`config.mk`:
```
export PLATFORM = sky130hd
export DESIGN_NAME = button_debouncer
export DESIGN_NICKNAME = d
export VERILOG_FILES = /design/src/rtl/button_debouncer.sv
export SDC_FILE = /design/constraint.sdc
export NUM_CORES = 1
export LEC_CHECK = 0
export CAP_MARGIN = 20
export CORE_MARGIN = 2
export CORE_UTILIZATION = 60
export CTS_CLUSTER_DIAMETER = 120
export CTS_CLUSTER_SIZE = 40
export DETAILED_ROUTE_END_ITERATION = 16
export PLACE_DENSITY = 0.82
export SETUP_SLACK_MARGIN = 0.15
export SYNTH_ARGS = -nofsm -noshare
export SYNTH_HDL_FRONTEND = slang
export SYNTH_SLANG_ARGS = --single-unit
```
`constraint.sdc`:
```
create_clock -name clock -period 3.22 [get_ports clock]
set_clock_uncertainty 0.15 [all_clocks]
set_input_delay 0.322 -clock clock [delete_from_list [all_inputs] [get_ports clock]]
set_output_delay 0.322 -clock clock [all_outputs]
set_load 0.01 [all_outputs]
```
`src/rtl/button_debouncer.sv`:
```
`default_nettype none
// ============================================================================
//  Module   : button_debouncer
//  Purpose  : Turns a raw, asynchronous, bouncing push-button level into a
//             clean debounced level plus single-cycle press/release strobes.
//             The raw input is first synchronised, then a four-state FSM
//             requires the new level to persist for a full debounce window
//             before it is accepted.
//  Ports    : clock      in  - system clock, all logic on the rising edge
//             reset      in  - synchronous, active-high reset
//             button_in  in  - raw asynchronous button level (1 = pressed)
//             button_out out - debounced button level (registered)
//             pressed    out - one-cycle pulse on accepted 0->1 (registered)
//             released   out - one-cycle pulse on accepted 1->0 (registered)
//  Config   : BUTTON_DEBOUNCER_RELEASE_PULSE_EN
//             defined   -> released pulse is generated
//             undefined -> released is tied to 0 (port kept)
//  Revision : 1.0 - initial release
// ============================================================================
module button_debouncer #(
    parameter int CLOCK_FREQ_HZ = 50_000_000,
    parameter int DEBOUNCE_MS   = 10,
    parameter int SYNC_STAGES   = 2
) (
    input  logic clock,
    input  logic reset,
    input  logic button_in,
    output logic button_out,
    output logic pressed,
    output logic released
);

    localparam int c_DEBOUNCE_CYCLES = CLOCK_FREQ_HZ / 1000 * DEBOUNCE_MS;
    localparam int c_CNT_W           = $clog2(c_DEBOUNCE_CYCLES + 1);
    localparam logic [c_CNT_W-1:0] c_CNT_LAST = c_CNT_W'(c_DEBOUNCE_CYCLES - 1);
    localparam logic [c_CNT_W-1:0] c_CNT_ONE  = c_CNT_W'(1);

    // Reject configurations the window counter or synchroniser cannot honour.
    if (c_DEBOUNCE_CYCLES < 2) begin : g_bad_debounce
        $error("button_debouncer: DEBOUNCE_CYCLES must be >= 2");
    end
    if ((SYNC_STAGES < 2) || (SYNC_STAGES > 4)) begin : g_bad_sync
        $error("button_debouncer: SYNC_STAGES must be in 2..4");
    end

    typedef enum logic [1:0] {
        STABLE_LOW  = 2'd0,
        WAIT_HIGH   = 2'd1,
        STABLE_HIGH = 2'd2,
        WAIT_LOW    = 2'd3
    } state_t;

    logic [SYNC_STAGES-1:0] sync_q;
    logic                   sync_w;
    state_t                 state_q,   state_d;
    logic [c_CNT_W-1:0]     cnt_q,     cnt_d;
    logic                   out_q,     out_d;
    logic                   pressed_q, pressed_d;
`ifdef BUTTON_DEBOUNCER_RELEASE_PULSE_EN
    logic                   released_q, released_d;
`endif

    // Only the last synchroniser flop is ever looked at by the FSM.
    assign sync_w = sync_q[SYNC_STAGES-1];

    always_comb begin
        state_d   = state_q;
        cnt_d     = cnt_q;
        out_d     = out_q;
        pressed_d = 1'b0;
`ifdef BUTTON_DEBOUNCER_RELEASE_PULSE_EN
        released_d = 1'b0;
`endif
        case (state_q)
            STABLE_LOW: begin
                if (sync_w) begin
                    state_d = WAIT_HIGH;
                    cnt_d   = '0;
                end
            end
            WAIT_HIGH: begin
                // A single opposite sample abandons the window entirely;
                // the counter is re-zeroed on the next entry.
                if (!sync_w) begin
                    state_d = STABLE_LOW;
                end else if (cnt_q == c_CNT_LAST) begin
                    state_d   = STABLE_HIGH;
                    out_d     = 1'b1;
                    pressed_d = 1'b1;
                end else begin
                    cnt_d = cnt_q + c_CNT_ONE;
                end
            end
            STABLE_HIGH: begin
                if (!sync_w) begin
                    state_d = WAIT_LOW;
                    cnt_d   = '0;
                end
            end
            WAIT_LOW: begin
                if (sync_w) begin
                    state_d = STABLE_HIGH;
                end else if (cnt_q == c_CNT_LAST) begin
                    state_d = STABLE_LOW;
                    out_d   = 1'b0;
`ifdef BUTTON_DEBOUNCER_RELEASE_PULSE_EN
                    released_d = 1'b1;
`endif
                end else begin
                    cnt_d = cnt_q + c_CNT_ONE;
                end
            end
            default: begin
                state_d = STABLE_LOW;
                cnt_d   = '0;
                out_d   = 1'b0;
            end
        endcase
    end

    always_ff @(posedge clock) begin
        if (reset) begin
            sync_q    <= '0;
            state_q   <= STABLE_LOW;
            cnt_q     <= '0;
            out_q     <= 1'b0;
            pressed_q <= 1'b0;
`ifdef BUTTON_DEBOUNCER_RELEASE_PULSE_EN
            released_q <= 1'b0;
`endif
        end else begin
            sync_q    <= {sync_q[SYNC_STAGES-2:0], button_in};
            state_q   <= state_d;
            cnt_q     <= cnt_d;
            out_q     <= out_d;
            pressed_q <= pressed_d;
`ifdef BUTTON_DEBOUNCER_RELEASE_PULSE_EN
            released_q <= released_d;
`endif
        end
    end

    assign button_out = out_q;
    assign pressed    = pressed_q;
`ifdef BUTTON_DEBOUNCER_RELEASE_PULSE_EN
    assign released   = released_q;
`else
    assign released   = 1'b0;
`endif

endmodule
`default_nettype wire
```
After elaboration in Yosys (flattened, before gate mapping)
Index checks and enable logic that the tools add are counted.
{"block": "word_totals", "regBits": 25, "in_bits": 3, "out_inout_bits": 3, "word_cells": 45}
{"block": "classes", "add_sub_neg": 1, "eq_ne": 12, "muxes": 19, "bitwise": 2, "reduce_logical": 6}
{"op": "2-to-1 mux 19 bit", "n": 5}
{"op": "one-hot mux 19 bit (4 select lines)", "n": 1}
{"op": "adder 19 x 1 -> 19 bit, second input constant", "n": 1}
{"op": "equality test 19 bit, second input constant", "n": 1}
{"op": "2-to-1 mux 2 bit", "n": 6}
{"op": "inequality test 2 bit, second input constant", "n": 6}
{"op": "one-hot mux 2 bit (4 select lines)", "n": 1}
{"op": "AND reduction 4 bit", "n": 2}
{"op": "inequality test 3 bit, second input constant", "n": 2}
{"op": "2-to-1 mux 1 bit", "n": 5}
{"op": "AND reduction 5 bit", "n": 1}
{"op": "equality test 2 bit, second input constant", "n": 2}
{"op": "OR reduction 3 bit", "n": 1}
{"op": "equality test 2 x 1 -> 1 bit, second input constant", "n": 1}
{"op": "zero test 2 bit", "n": 1}
{"op": "inverter 1 bit", "n": 2}
{"op": "one-hot mux 1 bit (2 select lines)", "n": 1}
{"op": "nonzero test 2 bit", "n": 1}

Longest topological paths before layout
{"block": "depth", "ltp_word": 4, "ltp_mapped": 7, "mapped_depth_nobuf": 6}

Worst setup path after synthesis
Ideal clock, no wire load.
{"block": "synth_path", "path_type": "register to register", "from": "register cnt_q[0]", "to": "register cnt_q[16]", "setup_ns": 0.070, "t_arrival_ns": 1.704, "t_required_ns": 3.000, "slack_ns": 1.296, "path_stages_with_launch": 7, "n_path_buf": 0, "cell_sequence": "dfxtp_1 > ha_1 > nand3_1 > nor3_2 > nand4_1 > or4_1 > a21oi_1"}
{"block": "synth_via", "elab_chain_len": 4, "elab_cells_between_ends": 6, "cone_classes": "1 x add/sub; 1 x eq/ne; 4 x mux"}
{"element": "from (decl)", "line": "56", "rtl": "logic [c_CNT_W-1:0] cnt_q, cnt_d;"}
{"element": "from (signal assigned)", "line": "134", "rtl": "cnt_q <= cnt_d;"}
{"element": "adder 19 x 1 -> 19 bit or equality test 19 bit (tied branches)"}
{"element": "2-to-1 mux 19 bit *", "line": "86, 103"}
{"element": "2-to-1 mux 19 bit (on tied branches)", "line": "101, 84"}
{"element": "one-hot mux 19 bit (4 select lines) *", "line": "74", "rtl": "case (state_q)"}
Mark *: on every way between the ends. The rest lies on a longest branch, timed or not. The select of a mux whose other input is x is not followed.
A chain may end at the register's enable or synchronous reset.

Final worst setup path
Same ends and word-level chain as after synthesis.

==> impl_metrics.env <==
export IMPL_outcome="finished clean"
export IMPL_clkSinkCount=25
export IMPL_antenna_cells=0
export IMPL_tightest_slew_ps=542
export IMPL_crit_path_end_kind="register"
export IMPL_hpwl_microns=2170
export IMPL_ant_nets=0
export IMPL_cts_root_buf="clkbuf_4"
export IMPL_hold_depth=1
export IMPL_worst_slew_margin_rel_pct=63.7
export IMPL_drive_above_1_share_pct=7.59
export IMPL_cts_htree_levels=1
export IMPL_hp_start="sync_q[0]"
export IMPL_post_cts_setup_buffers=0
export IMPL_portBuffers=4
export IMPL_use_met2_pct=43.9
export IMPL_clock_path_buffers=2
export IMPL_ys_async_sr_fraction_pct=0
export IMPL_synthTopCellsByArea="dfxtp_1 39%, a21oi_1 5.0%, a21o_1 3.5%"
export IMPL_drc=0
export IMPL_switchingPower_w=0.000117
export IMPL_setup_worst_path_start_class="register"
export IMPL_cts_hold_buf=0
export IMPL_die_y_microns=50.5
export IMPL_min_path_type="reg2reg"
export IMPL_cts_tree="done"
export IMPL_start_util_pct=64.7
export IMPL_clkPwrFrac_pct=29.2
export IMPL_power_leakage_nw=0.517
export IMPL_total_power_w=0.000489
export IMPL_r2r_cells=6
export IMPL_synth_cell_type_count=47
export IMPL_post_route_min_period_ps=2240
export IMPL_grt_antenna_before_repair=0
export IMPL_setup_violations_final=0
export IMPL_cpPeakStageDelay_ps=430
export IMPL_grt_total_usage_pct=26.5
export IMPL_crit_chain="ha_1 > nand3_1 > nor3_2 > nand4_1 > or4_1 > a21oi_1"
export IMPL_critical_path_class="reg2reg"
export IMPL_arrival_ps=2350
export IMPL_clk_transition_reported_paths_ps=140
export IMPL_yosys_warnings=0
export IMPL_p_int_w=0.000372
export IMPL_p_sw_share_pct=23.8
export IMPL_synthFlopType="dfxtp_1"
export IMPL_path_delay_family="simple AND/OR/NAND/NOR gates"
export IMPL_finalCritPeriodShare_pct=69.5
export IMPL_cp_required_ps=3330
export IMPL_synth_top_cell_by_area="dfxtp_1"
export IMPL_power_density_mw_per_mm2=357
export IMPL_worst_path_buf_inv=0
export IMPL_die_w_microns=50.5
export IMPL_die_area_sq_mm=0.00255
export IMPL_synthCells=155
export IMPL_fmax_mhz=447
export IMPL_place_gp_congestion=0.958
export IMPL_r2r_end="cnt_q[16]"
export IMPL_gr_usage_met3_pct=3.57
export IMPL_firstDrtPassIters=4
export IMPL_syn_nets=159
export IMPL_coreArea_sq_mm=0.00200
export IMPL_setup_tns_ps=0
export IMPL_clk_latency_ps=320
export IMPL_cp_slowest_cell="dfxtp_1"
export IMPL_drtIter0Drc=25
export IMPL_maxCapViolCount=0
export IMPL_io_pins=6
export IMPL_grt_start_max_net_pins=17
export IMPL_synth_top_area_share_pct=38.6
export IMPL_post_cts_resized=0
export IMPL_overflow=0
export IMPL_dr_total_vias=1215
export IMPL_layout_nets=163
export IMPL_p_comb_share_pct=6.5
export IMPL_vdd_drop_max_mv=0.310
export IMPL_whs_endpoint="sync_q[1]"
export IMPL_ys_ff_latch=25
export IMPL_reg2reg_from="cnt_q[0]"
export IMPL_seqPwrFrac_pct=64.4
export IMPL_grt_pass1_vias=1174
export IMPL_grt_first_pass_wirelength_microns=5170
export IMPL_synth_edf_count=0
export IMPL_critPathMaxFanout=7
export IMPL_wl_microns=2980
export IMPL_rsz0062_at_grt="no"
export IMPL_netlist_area_sq_mm=0.00130
export IMPL_gr_max_usage_layer="met2"
export IMPL_ys_seq_area_share_pct=38.6
export IMPL_area_growth_syn_to_layout_pct=5.79
export IMPL_num_rows=16
export IMPL_drv_slew=0
export IMPL_reg2reg_slack_ps=980
export IMPL_grtUsageMet1_pct=34.4
export IMPL_wl_per_cell_microns=16.1
export IMPL_utilization_pct=68.5
export IMPL_hold_viol_final=0
export IMPL_viasPerCell=6.57
export IMPL_cts_made_buffers=3
export IMPL_avgSynthCellArea_sq_um=8.36
[sequential cells by signal, summed over array words and instances (netlist names), named ones only]
signal / flops
cnt_q: 19
state_q: 1
sync_q: 2
pressed: 1
button_out: 1
[worst max-delay path by stage]
stage                  start        end  slack [ps]  cells past startpoint
CTS                 cnt_q[0]  cnt_q[16]        1000                      6
global placement       reset  cnt_q[13]         940                      5
global route        cnt_q[0]  cnt_q[16]         830                      6
finish              cnt_q[0]  cnt_q[16]         980                      6
floorplan           cnt_q[0]  cnt_q[16]        1300                      6
detailed placement     reset   cnt_q[7]         850                      5
[area by class of cell]
type,count,area [sq um]
clock buffers,3,22.5
clock inverters,1,5.00
fillers,179,631
inverters,5,18.8
multi-input cells,119,743
flip-flops and latches,25,500
well taps,27,33.8
repair buffers,5,47.5
[through the flow]
step | worst slack [ps] | hold slack (ps) | area [sq um] | cells
floorplan | 1300 | 264 | 1300 | 155
global placement | 938 | 307 | 1340 | 181
detailed placement | 849 | 310 | 1340 | 181
CTS | 1000 | 329 | 1370 | 185
global route | 833 | 353 | 1370 | 185
finish | 984 | 331 | 1370 | 185
[worst reg2reg max path, stage by stage (launching register included)]
cell	delay, ps
dfxtp_1	430
ha_1	230
nand3_1	240
nor3_2	430
nand4_1	150
or4_1	410
a21oi_1	150
[cell usage after synthesis, drive strengths merged (2+ instances only)]
master / n
nor3: 7
a21oi: 13
nand3: 6
nor3b: 3
clkbuf: 3
dfxtp: 25
nor2: 11
a31oi: 4
nand4b: 2
a2bb2oi: 2
nand2b: 2
nand4: 8
or3: 2
nand2: 8
a21o: 6
and4: 2
nor2b: 3
o22ai: 4
buf: 2
o21ai: 13
and3: 4
inv: 5
or4: 3
and2: 3
nor4b: 2
[power groups by stage]
stage	Clock (W)	Combinational, W	Sequential, W
after floorplan	0	0.0000227	0.000321
after CTS	0.000145	0.0000314	0.000315
final	0.000143	0.0000316	0.000315
after global placement	0	0.0000307	0.000321
after detailed placement	0	0.0000313	0.000321
after global routing	0.000159	0.0000348	0.000315
[layer usage]
| metal | share of wire (%) | vias to the layer above |
|---|---|---|
| met2 | 46 | 39 |
| met4 | 2.8 | 0 |
| met1 | 47 | 576 |
| li1 | - | 589 |
| met5 | 0 | - |
| met3 | 3.7 | 11 |
[cell families after synthesis]
group / after synthesis / share of synthesized area [%]
AND/OR/NAND/NOR: 67 / 32.0
AO/OA/AOI/OAI: 48 / 22.8
flip-flops: 25 / 38.6
buffers and inverters: 11 / 4.05
XOR/XNOR: 2 / 1.35
adder cells (fa/ha/maj): 1 / 0.965
other: 1 / 0.289
[cells in the final DEF, fill, tap and decap left out, types with 4 or more instances in the layout]
master,count
dfxtp_1,25
a21oi_1,13
a21o_1,6
a31oi_1,4
o22ai_1,4
nand4_1,7
nand2_1,8
nand3_1,6
o21ai_0,7
nor3_1,6
nor2_1,11
o21ai_1,5
inv_1,5
clkdlybuf4s50_1,4
Note: power is estimated with default switching activity, not from simulation.
